### src/rtl/reg_cmd_ctrl.sv
// reg_cmd_ctrl -- byte-stream command decoder bridging a UART to a register file.
//
// Protocol (one byte per i_RxValid pulse):
//   0xAA, addr, data  -> register write (o_WrEn one cycle)
//   0xBB, addr        -> register read (o_RdEn one cycle), read data is
//                        returned on the UART TX side (o_TxValid one cycle)
//   Bad opcodes, out-of-range addresses and bytes that arrive while a read
//   is in flight raise a one-cycle o_CmdError pulse.
//
// Optional feature (compile-time macro):
//   REG_CMD_TIMEOUT_EN -- abandon a read after 16 cycles without
//                         i_RdData_Valid, pulsing o_CmdError.
//
// Ports:
//   i_CLK, i_RST              clock, synchronous active-high reset
//   i_RxData, i_RxValid       received UART byte and its strobe
//   o_WrEn, o_RdEn            register-file write / read strobes
//   o_Address, o_WrData       register-file address and write data
//   i_RdData, i_RdData_Valid  register-file read data and qualifier
//   o_TxData, o_TxValid       byte to UART TX and its request strobe
//   i_TxBusy                  UART TX cannot accept a byte
//   o_CmdError                protocol error pulse
module reg_cmd_ctrl #(
    parameter int DATA_WIDTH = 8,
    parameter int ADDR_WIDTH = 4
) (
    input  logic                  i_CLK,
    input  logic                  i_RST,
    input  logic [DATA_WIDTH-1:0] i_RxData,
    input  logic                  i_RxValid,
    output logic                  o_WrEn,
    output logic                  o_RdEn,
    output logic [ADDR_WIDTH-1:0] o_Address,
    output logic [DATA_WIDTH-1:0] o_WrData,
    input  logic [DATA_WIDTH-1:0] i_RdData,
    input  logic                  i_RdData_Valid,
    output logic [DATA_WIDTH-1:0] o_TxData,
    output logic                  o_TxValid,
    input  logic                  i_TxBusy,
    output logic                  o_CmdError
);

    localparam logic [2:0] IDLE    = 3'd0;
    localparam logic [2:0] WR_ADDR = 3'd1;
    localparam logic [2:0] WR_DATA = 3'd2;
    localparam logic [2:0] RD_ADDR = 3'd3;
    localparam logic [2:0] RD_WAIT = 3'd4;
    localparam logic [2:0] TX_SEND = 3'd5;

    localparam logic [DATA_WIDTH-1:0] OP_WRITE = DATA_WIDTH'(8'hAA);
    localparam logic [DATA_WIDTH-1:0] OP_READ  = DATA_WIDTH'(8'hBB);

    logic [2:0]            state;
    logic [DATA_WIDTH-1:0] tx_hold;
    logic                  addr_bad;
`ifdef REG_CMD_TIMEOUT_EN
    logic [3:0]            wait_cnt;
`endif

    // An address byte is only legal if it fits the register-file address.
    always_comb begin
        addr_bad = |i_RxData[DATA_WIDTH-1:ADDR_WIDTH];
    end

    always_ff @(posedge i_CLK) begin
        if (i_RST) begin
            state      <= IDLE;
            tx_hold    <= '0;
            o_WrEn     <= 1'b0;
            o_RdEn     <= 1'b0;
            o_Address  <= '0;
            o_WrData   <= '0;
            o_TxData   <= '0;
            o_TxValid  <= 1'b0;
            o_CmdError <= 1'b0;
`ifdef REG_CMD_TIMEOUT_EN
            wait_cnt   <= '0;
`endif
        end else begin
            // Strobes are single-cycle by default; data outputs hold.
            o_WrEn     <= 1'b0;
            o_RdEn     <= 1'b0;
            o_TxValid  <= 1'b0;
            o_CmdError <= 1'b0;

            case (state)
                IDLE: begin
                    if (i_RxValid) begin
                        if (i_RxData == OP_WRITE)
                            state <= WR_ADDR;
                        else if (i_RxData == OP_READ)
                            state <= RD_ADDR;
                        else
                            o_CmdError <= 1'b1;
                    end
                end

                WR_ADDR, RD_ADDR: begin
                    if (i_RxValid) begin
                        if (addr_bad) begin
                            o_CmdError <= 1'b1;
                            state      <= IDLE;
                        end else begin
                            o_Address <= i_RxData[ADDR_WIDTH-1:0];
                            if (state == WR_ADDR) begin
                                state <= WR_DATA;
                            end else begin
                                o_RdEn <= 1'b1;
                                state  <= RD_WAIT;
`ifdef REG_CMD_TIMEOUT_EN
                                wait_cnt <= '0;
`endif
                            end
                        end
                    end
                end

                WR_DATA: begin
                    if (i_RxValid) begin
                        o_WrData <= i_RxData;
                        o_WrEn   <= 1'b1;
                        state    <= IDLE;
                    end
                end

                // A stray RX byte only raises an error; it never disturbs
                // the read that is already in flight.
                RD_WAIT: begin
                    if (i_RxValid)
                        o_CmdError <= 1'b1;
                    if (i_RdData_Valid) begin
                        tx_hold <= i_RdData;
                        state   <= TX_SEND;
                    end
`ifdef REG_CMD_TIMEOUT_EN
                    else if (wait_cnt == 4'd15) begin
                        o_CmdError <= 1'b1;
                        state      <= IDLE;
                    end else begin
                        wait_cnt <= wait_cnt + 4'd1;
                    end
`endif
                end

                TX_SEND: begin
                    if (i_RxValid)
                        o_CmdError <= 1'b1;
                    if (!i_TxBusy) begin
                        o_TxData  <= tx_hold;
                        o_TxValid <= 1'b1;
                        state     <= IDLE;
                    end
                end

                default: state <= IDLE;
            endcase
        end
    end

endmodule

### config.mk
export PLATFORM = sky130hd
export DESIGN_NAME = reg_cmd_ctrl
export DESIGN_NICKNAME = d
export VERILOG_FILES = /design/src/rtl/reg_cmd_ctrl.sv
export SDC_FILE = /design/constraint.sdc
export NUM_CORES = 1
export LEC_CHECK = 0
export CAP_MARGIN = 20
export CELL_PAD_IN_SITES_DETAIL_PLACEMENT = 2
export CELL_PAD_IN_SITES_GLOBAL_PLACEMENT = 2
export CORE_MARGIN = 3
export CORE_UTILIZATION = 28
export CTS_BUF_LIST = sky130_fd_sc_hd__clkbuf_16
export DETAILED_ROUTE_END_ITERATION = 10
export PLACE_DENSITY_LB_ADDON = 0.15
export SLEW_MARGIN = 5
export SYNTH_ARGS = -nofsm -noshare
export SYNTH_HDL_FRONTEND = slang
export SYNTH_SLANG_ARGS = --single-unit
### constraint.sdc
create_clock -name i_CLK -period 2.62 [get_ports i_CLK]
set_input_delay 0.524 -clock i_CLK [delete_from_list [all_inputs] [get_ports i_CLK]]
set_output_delay 0.524 -clock i_CLK [all_outputs]
set_load 0.05 [all_outputs]
; Yosys cells after proc, flatten, opt, wreduce, memory -nomap -nowiden
; Index checks and enable logic that the tools add are counted.
[word_totals]
ff_bits = 35
input_bits = 21
[op_classes]
n_reduce_logical = 12
n_eq_ne = 13
n_mux = 19
bitwise_logic = 6
[op_table]
columns = operator, count
row1 = 3-bit 2-to-1 mux, 9
row2 = "8-bit equality test, second input constant", 2
row3 = 3-bit one-hot mux with 5 select lines, 1
row4 = "2-bit != test, second input constant", 5
row5 = 1-bit 2-to-1 mux, 8
row6 = 2-bit OR reduction, 4
row7 = 7-bit OR reduction, 1
row8 = "3-bit by 2-bit equality test with 1-bit output, second input constant", 2
row9 = "3-bit equality test, second input constant", 2
row10 = 1-bit inverter, 6
row11 = 2-bit AND reduction, 3
row12 = 6-bit AND reduction, 1
row13 = 4-bit OR reduction, 1
row14 = "3-bit by 1-bit equality test with 1-bit output, second input constant", 1
row15 = 3-bit logical NOT, 1
row16 = "3-bit != test, second input constant", 1
row17 = 1-bit one-hot mux with 3 select lines, 1
row18 = 3-bit AND reduction, 1

; Depth between registers and ports, before layout
[depth]
word_depth = 5
mapped_depth = 6

; Least setup slack after synthesis
; OpenSTA, ideal clock, no wires.
[synth_timing]
path_kind = input-to-reg
start = input port i_RxData[4]
end = register o_Address[0]
n_path_buf = 1
setup_time_ns = 0.128
arrival_ns = 1.797
path_slack_ns = 0.695
t_required_ns = 2.492
stages = 5
cell_sequence = or4_4 -> or4_4 -> buf_6 -> mux2i_1 -> nor2_1
[synth_via]
elab_chain_len = 3
[synth_lines]
columns = element, line_no
row1 = from (decl), 29  ; input logic [DATA_WIDTH-1:0] i_RxData,
row2 = 4-bit OR reduction, 62  ; addr_bad = |i_RxData[DATA_WIDTH-1:ADDR_WIDTH];
row3 = 1-bit inverter (no source line), n/a
row4 = 3-bit AND reduction (no source line), n/a
row5 = to (signal assigned), 104  ; o_Address <= i_RxData[ADDR_WIDTH-1:0];
row6 = to (decl), 33  ; output logic [ADDR_WIDTH-1:0] o_Address,
; No other way between the ends.
; A chain may end at the register's enable or synchronous reset.

; Worst setup path in the final report
[layout_timing]
start = input port i_RxData[4]
end = register o_Address[2]
; The elaborated chain is that of the path after synthesis.

==> metrics.txt <==
# TYPE chip_impl_metric gauge
chip_impl_info{name="run_status",value="finished clean"} 1
chip_impl_info{name="critical_path.most_common_cell",value="sky130_fd_sc_hd__or4_4"} 1
chip_impl_metric{name="fin_setup_tns",unit="ns"} 0
chip_impl_info{name="critPathCaptureType",value="flip-flop"} 1
chip_impl_info{name="r2r-end",value="tx_hold[4]$_SDFFE_PP0P_"} 1
chip_impl_metric{name="synth-simple-area-share",unit=""} 0.214
chip_impl_metric{name="pwr_density_cell",unit="nW/um^2"} 584
chip_impl_info{name="dominant_combinational_cell_family_by_area_after_synthesis",value="simple AND/OR/NAND/NOR gates"} 1
chip_impl_metric{name="vias_in_the_first_global_route",unit=""} 1378
chip_impl_metric{name="synth_sequential_area_ratio",unit=""} 0.514
chip_impl_metric{name="layoutNonFillerInstCount",unit=""} 258
chip_impl_metric{name="drv_slew",unit=""} 0
chip_impl_metric{name="max-slew-margin-rel",unit=""} 0.596
chip_impl_info{name="hold_path_class",value="flip-flop to flip-flop"} 1
chip_impl_metric{name="fp.coreArea",unit="um^2"} 4530
chip_impl_metric{name="synthToLayoutAreaGrowth",unit="%"} 46.9
chip_impl_metric{name="maxCapViolations",unit=""} 0
chip_impl_metric{name="global_route.overflow_total",unit=""} 0
chip_impl_metric{name="dieArea",unit="um^2"} 5740
chip_impl_metric{name="peakVddDrop",unit="mV"} 0.275
chip_impl_metric{name="diodes",unit=""} 0
chip_impl_metric{name="netlist_area",unit="um^2"} 1360
chip_impl_metric{name="syn-num-nets",unit=""} 168
chip_impl_metric{name="yosys.area_share.xor_xnor",unit=""} 0.00643
chip_impl_info{name="layout.cells.most_common",value="sky130_fd_sc_hd__clkdlybuf4s50_1"} 1
chip_impl_metric{name="htreeDepth",unit=""} 2
chip_impl_metric{name="non_filler_cell_area_final",unit="um^2"} 2000
chip_impl_metric{name="drt_first_iter_violations",unit=""} 32
chip_impl_metric{name="clock-skew-final",unit="ns"} 0.00328
chip_impl_metric{name="largest_driver_fanout_on_the_critical_path",unit=""} 5
chip_impl_metric{name="start_util",unit=""} 0.300
chip_impl_info{name="cp-startpoint",value="i_RxData[4]"} 1
chip_impl_info{name="layout.cells.most_common_list",value="44 x sky130_fd_sc_hd__clkdlybuf4s50_1, 35 x sky130_fd_sc_hd__dfxtp_1, 23 x sky130_fd_sc_hd__nor2_1"} 1
chip_impl_info{name="path_class",value="primary input to flip-flop"} 1
chip_impl_metric{name="post-route-worst-setup-slack",unit="ns"} 0.460
chip_impl_metric{name="max_freq",unit="MHz"} 463
chip_impl_info{name="worstPathCellList",value="clkdlybuf4s50_1 > or4_4 > or4_4 > mux2i_1 > nor2_1"} 1
chip_impl_metric{name="io_pins",unit=""} 45
chip_impl_metric{name="die_w",unit="um"} 75.8
chip_impl_metric{name="synth-compound-area-share",unit=""} 0.0771
chip_impl_metric{name="setup_viol_count_final",unit=""} 0
chip_impl_metric{name="final_hold_viol_count",unit=""} 0
chip_impl_metric{name="detailedPlace.worstSlack",unit="ns"} 0.179
chip_impl_metric{name="cts_repair_resize_count",unit=""} 0
chip_impl_info{name="rsz_0062_raised_after_global_routing",value="no"} 1
chip_impl_metric{name="reg2regPathDepth",unit=""} 4
chip_impl_metric{name="netlist_instances",unit=""} 147
chip_impl_metric{name="final_min_period_over_clock_period",unit=""} 0.824
chip_impl_metric{name="track_usage",unit=""} 0.163
chip_impl_metric{name="clkSinkCount",unit=""} 35
chip_impl_metric{name="placedInstanceArea",unit="um^2"} 1870
chip_impl_metric{name="synth_seq_cells",unit=""} 35
chip_impl_metric{name="count_of_cell_types_in_the_netlist",unit=""} 26
chip_impl_metric{name="portBuffers",unit=""} 44
chip_impl_metric{name="drc_errors",unit=""} 0
chip_impl_metric{name="numPlacedInstances",unit=""} 250
chip_impl_info{name="critical_register_to_register_path_startpoint",value="state[2]$_SDFFE_PP0P_"} 1
chip_impl_metric{name="route.antenna.remaining_nets",unit=""} 0
chip_impl_metric{name="post-route-min-period",unit="ns"} 2.16
chip_impl_metric{name="post_synth_mux_area_share",unit=""} 0.147
chip_impl_metric{name="ff2ff_setup_slack",unit="ns"} 0.96
chip_impl_metric{name="synth.avg_cell_area",unit="um^2"} 9.27
chip_impl_metric{name="drt_pre_antenna_iters",unit=""} 4
chip_impl_metric{name="detail_route.wl_per_cell",unit="um"} 16.4
chip_impl_metric{name="data_arrival_time_of_the_critical_path",unit="ns"} 2.33
chip_impl_metric{name="timing.critical_path.slowest_cell_delay",unit="ns"} 0.60
chip_impl_metric{name="max_slew.worst_pin.slew",unit="ns"} 0.605
chip_impl_metric{name="num_vias",unit=""} 1219
chip_impl_metric{name="final_layout_size_suffix_gt1_frac",unit=""} 0.0725
chip_impl_metric{name="cp_data_required_time",unit="ns"} 2.79
chip_impl_metric{name="antenna_found_initial",unit=""} 0
chip_impl_info{name="crit_path_top_delay_cell",value="sky130_fd_sc_hd__or4_4"} 1
chip_impl_metric{name="totalWireLength",unit="um"} 4220
chip_impl_metric{name="finalNetCount",unit=""} 213
chip_impl_metric{name="ys.warnings.count",unit=""} 0
chip_impl_metric{name="grt_pass1_wl",unit="um"} 6780
chip_impl_metric{name="dp_hpwl",unit="um"} 2950
chip_impl_metric{name="static-leakage-power",unit="nW"} 0.706
chip_impl_metric{name="numCtsBuffers",unit=""} 5
chip_impl_metric{name="placement_rows",unit=""} 24
chip_impl_metric{name="cts.reportedPaths.clkPinSlew",unit="ns"} 0.05
chip_impl_metric{name="gp_congestion",unit=""} 0.731
chip_impl_info{name="tritoncts_clock_tree",value="done"} 1
chip_impl_metric{name="post-cts-setup-buffer-count",unit=""} 0
chip_impl_metric{name="routed_via_density",unit=""} 4.72
chip_impl_metric{name="cts_max_path_buffers",unit=""} 2
chip_impl_metric{name="die_y",unit="um"} 75.8
chip_impl_metric{name="yosys.area_share.adder",unit=""} 0
chip_impl_metric{name="cts.hold.buffers_added",unit=""} 0
chip_impl_info{name="worstSetupEndpoint",value="o_Address[2]$_SDFFE_PP0P_"} 1
chip_impl_info{name="cts-root-buf",value="sky130_fd_sc_hd__clkbuf_16"} 1
chip_impl_metric{name="layout.filler_cells",unit=""} 477
chip_impl_info{name="startpoint_type",value="primary input"} 1
chip_impl_metric{name="maximum_number_of_pins_on_one_net_before_global_route_repair",unit=""} 18
chip_impl_metric{name="clock_latency",unit="ns"} 0.28
[power by group]
| part | total [mW] | internal (mW) | switching (mW) |
|---|---|---|---|
| combinational | 0.0703 | 0.0375 | 0.0328 |
| sequential | 0.536 | 0.534 | 0.00155 |
| clock | 0.562 | 0.342 | 0.220 |
[area by class of cell]
class	instances	area (um^2)	share of cell area
flip-flops and latches	35	701	0.350
multi-input cells	99	606	0.303
repair buffers	47	463	0.231
clock buffers	5	125	0.0625
well taps	65	81.3	0.0406
inverters	4	15.0	0.00750
clock inverters	3	11.3	0.00563
[registers in the layout (all words and copies together) (netlist names)]
name	cells
o_WrEn	1
tx_hold	8
state	3
o_Address	4
o_TxData	8
o_RdEn	1
o_CmdError	1
o_TxValid	1
o_WrData	8
[cell families (layout without fill, tap and decap cells)]
| family | after synthesis | count (layout) |
|---|---|---|
| AOI/OAI and AO/OA | 17 | 17 |
| DFF | 35 | 35 |
| buffers and inverters | 13 | 59 |
| xor gates and xnor gates | 1 | 1 |
| muxes | 20 | 20 |
| and+or+nand+nor | 61 | 61 |
[synthesized netlist by cell type (all sizes together)]
library cell / number / share of area
dfxtp: 35 / 0.51
nor2: 24 / 0.068
mux2i: 20 / 0.15
nand2: 19 / 0.052
a21oi: 10 / 0.037
clkbuf: 8 / 0.022
inv: 4 / 0.011
nor3: 4 / 0.018
nand2b: 3 / 0.014
o41ai: 3 / 0.019
a31oi: 2 / 0.0092
nand3b: 2 / 0.011
or3: 2 / 0.010
or4: 2 / 0.017
a211oi: 1 / 0.0055
buf: 1 / 0.0083
nand3: 1 / 0.0037
nand4b: 1 / 0.0064
nor2b: 1 / 0.0046
nor4: 1 / 0.0046
o32ai: 1 / 0.0064
or2: 1 / 0.0046
xor2: 1 / 0.0064
[critical path, delay by kind of cell]
kind | cells | cell delay (ns)
simple gates | 3 | 1.14
mux | 1 | 0.19
buf+inv | 1 | 0.47
[routing by layer]
layer | vias to the layer above | global-route usage | part of all wire
li1 | 589 | - | -
met2 | 33 | 0.272 | 0.50
met3 | 6 | 0.0515 | 0.054
met4 | 0 | 0.0699 | 0.015
met5 | - | 0 | 0
met1 | 591 | 0.190 | 0.43
[worst min path at each step]
stage	start	end	cells after the start
5_1_grt	o_TxData[4]$_SDFFE_PP0P_	o_TxData[4]$_SDFFE_PP0P_	2
6_report	o_TxData[7]$_SDFFE_PP0P_	o_TxData[7]$_SDFFE_PP0P_	2
2_1_floorplan	tx_hold[0]$_SDFFE_PP0P_	o_TxData[0]$_SDFFE_PP0P_	2
3_5_place_dp	o_TxData[2]$_SDFFE_PP0P_	o_TxData[2]$_SDFFE_PP0P_	2
4_1_cts	tx_hold[4]$_SDFFE_PP0P_	o_TxData[4]$_SDFFE_PP0P_	2
3_3_place_gp	tx_hold[2]$_SDFFE_PP0P_	o_TxData[2]$_SDFFE_PP0P_	2
[metrics by stage]
step	power, mW	hold slack [ns]	util
after CTS	1.18	0.465	0.442
after floorplan	0.571	0.431	-
final	1.17	0.459	0.442
after detailed placement	0.617	0.450	0.411
after global placement	0.616	0.439	0.411
after global routing	1.21	0.486	0.442
No activity file was read; power rests on OpenSTA's default activity.
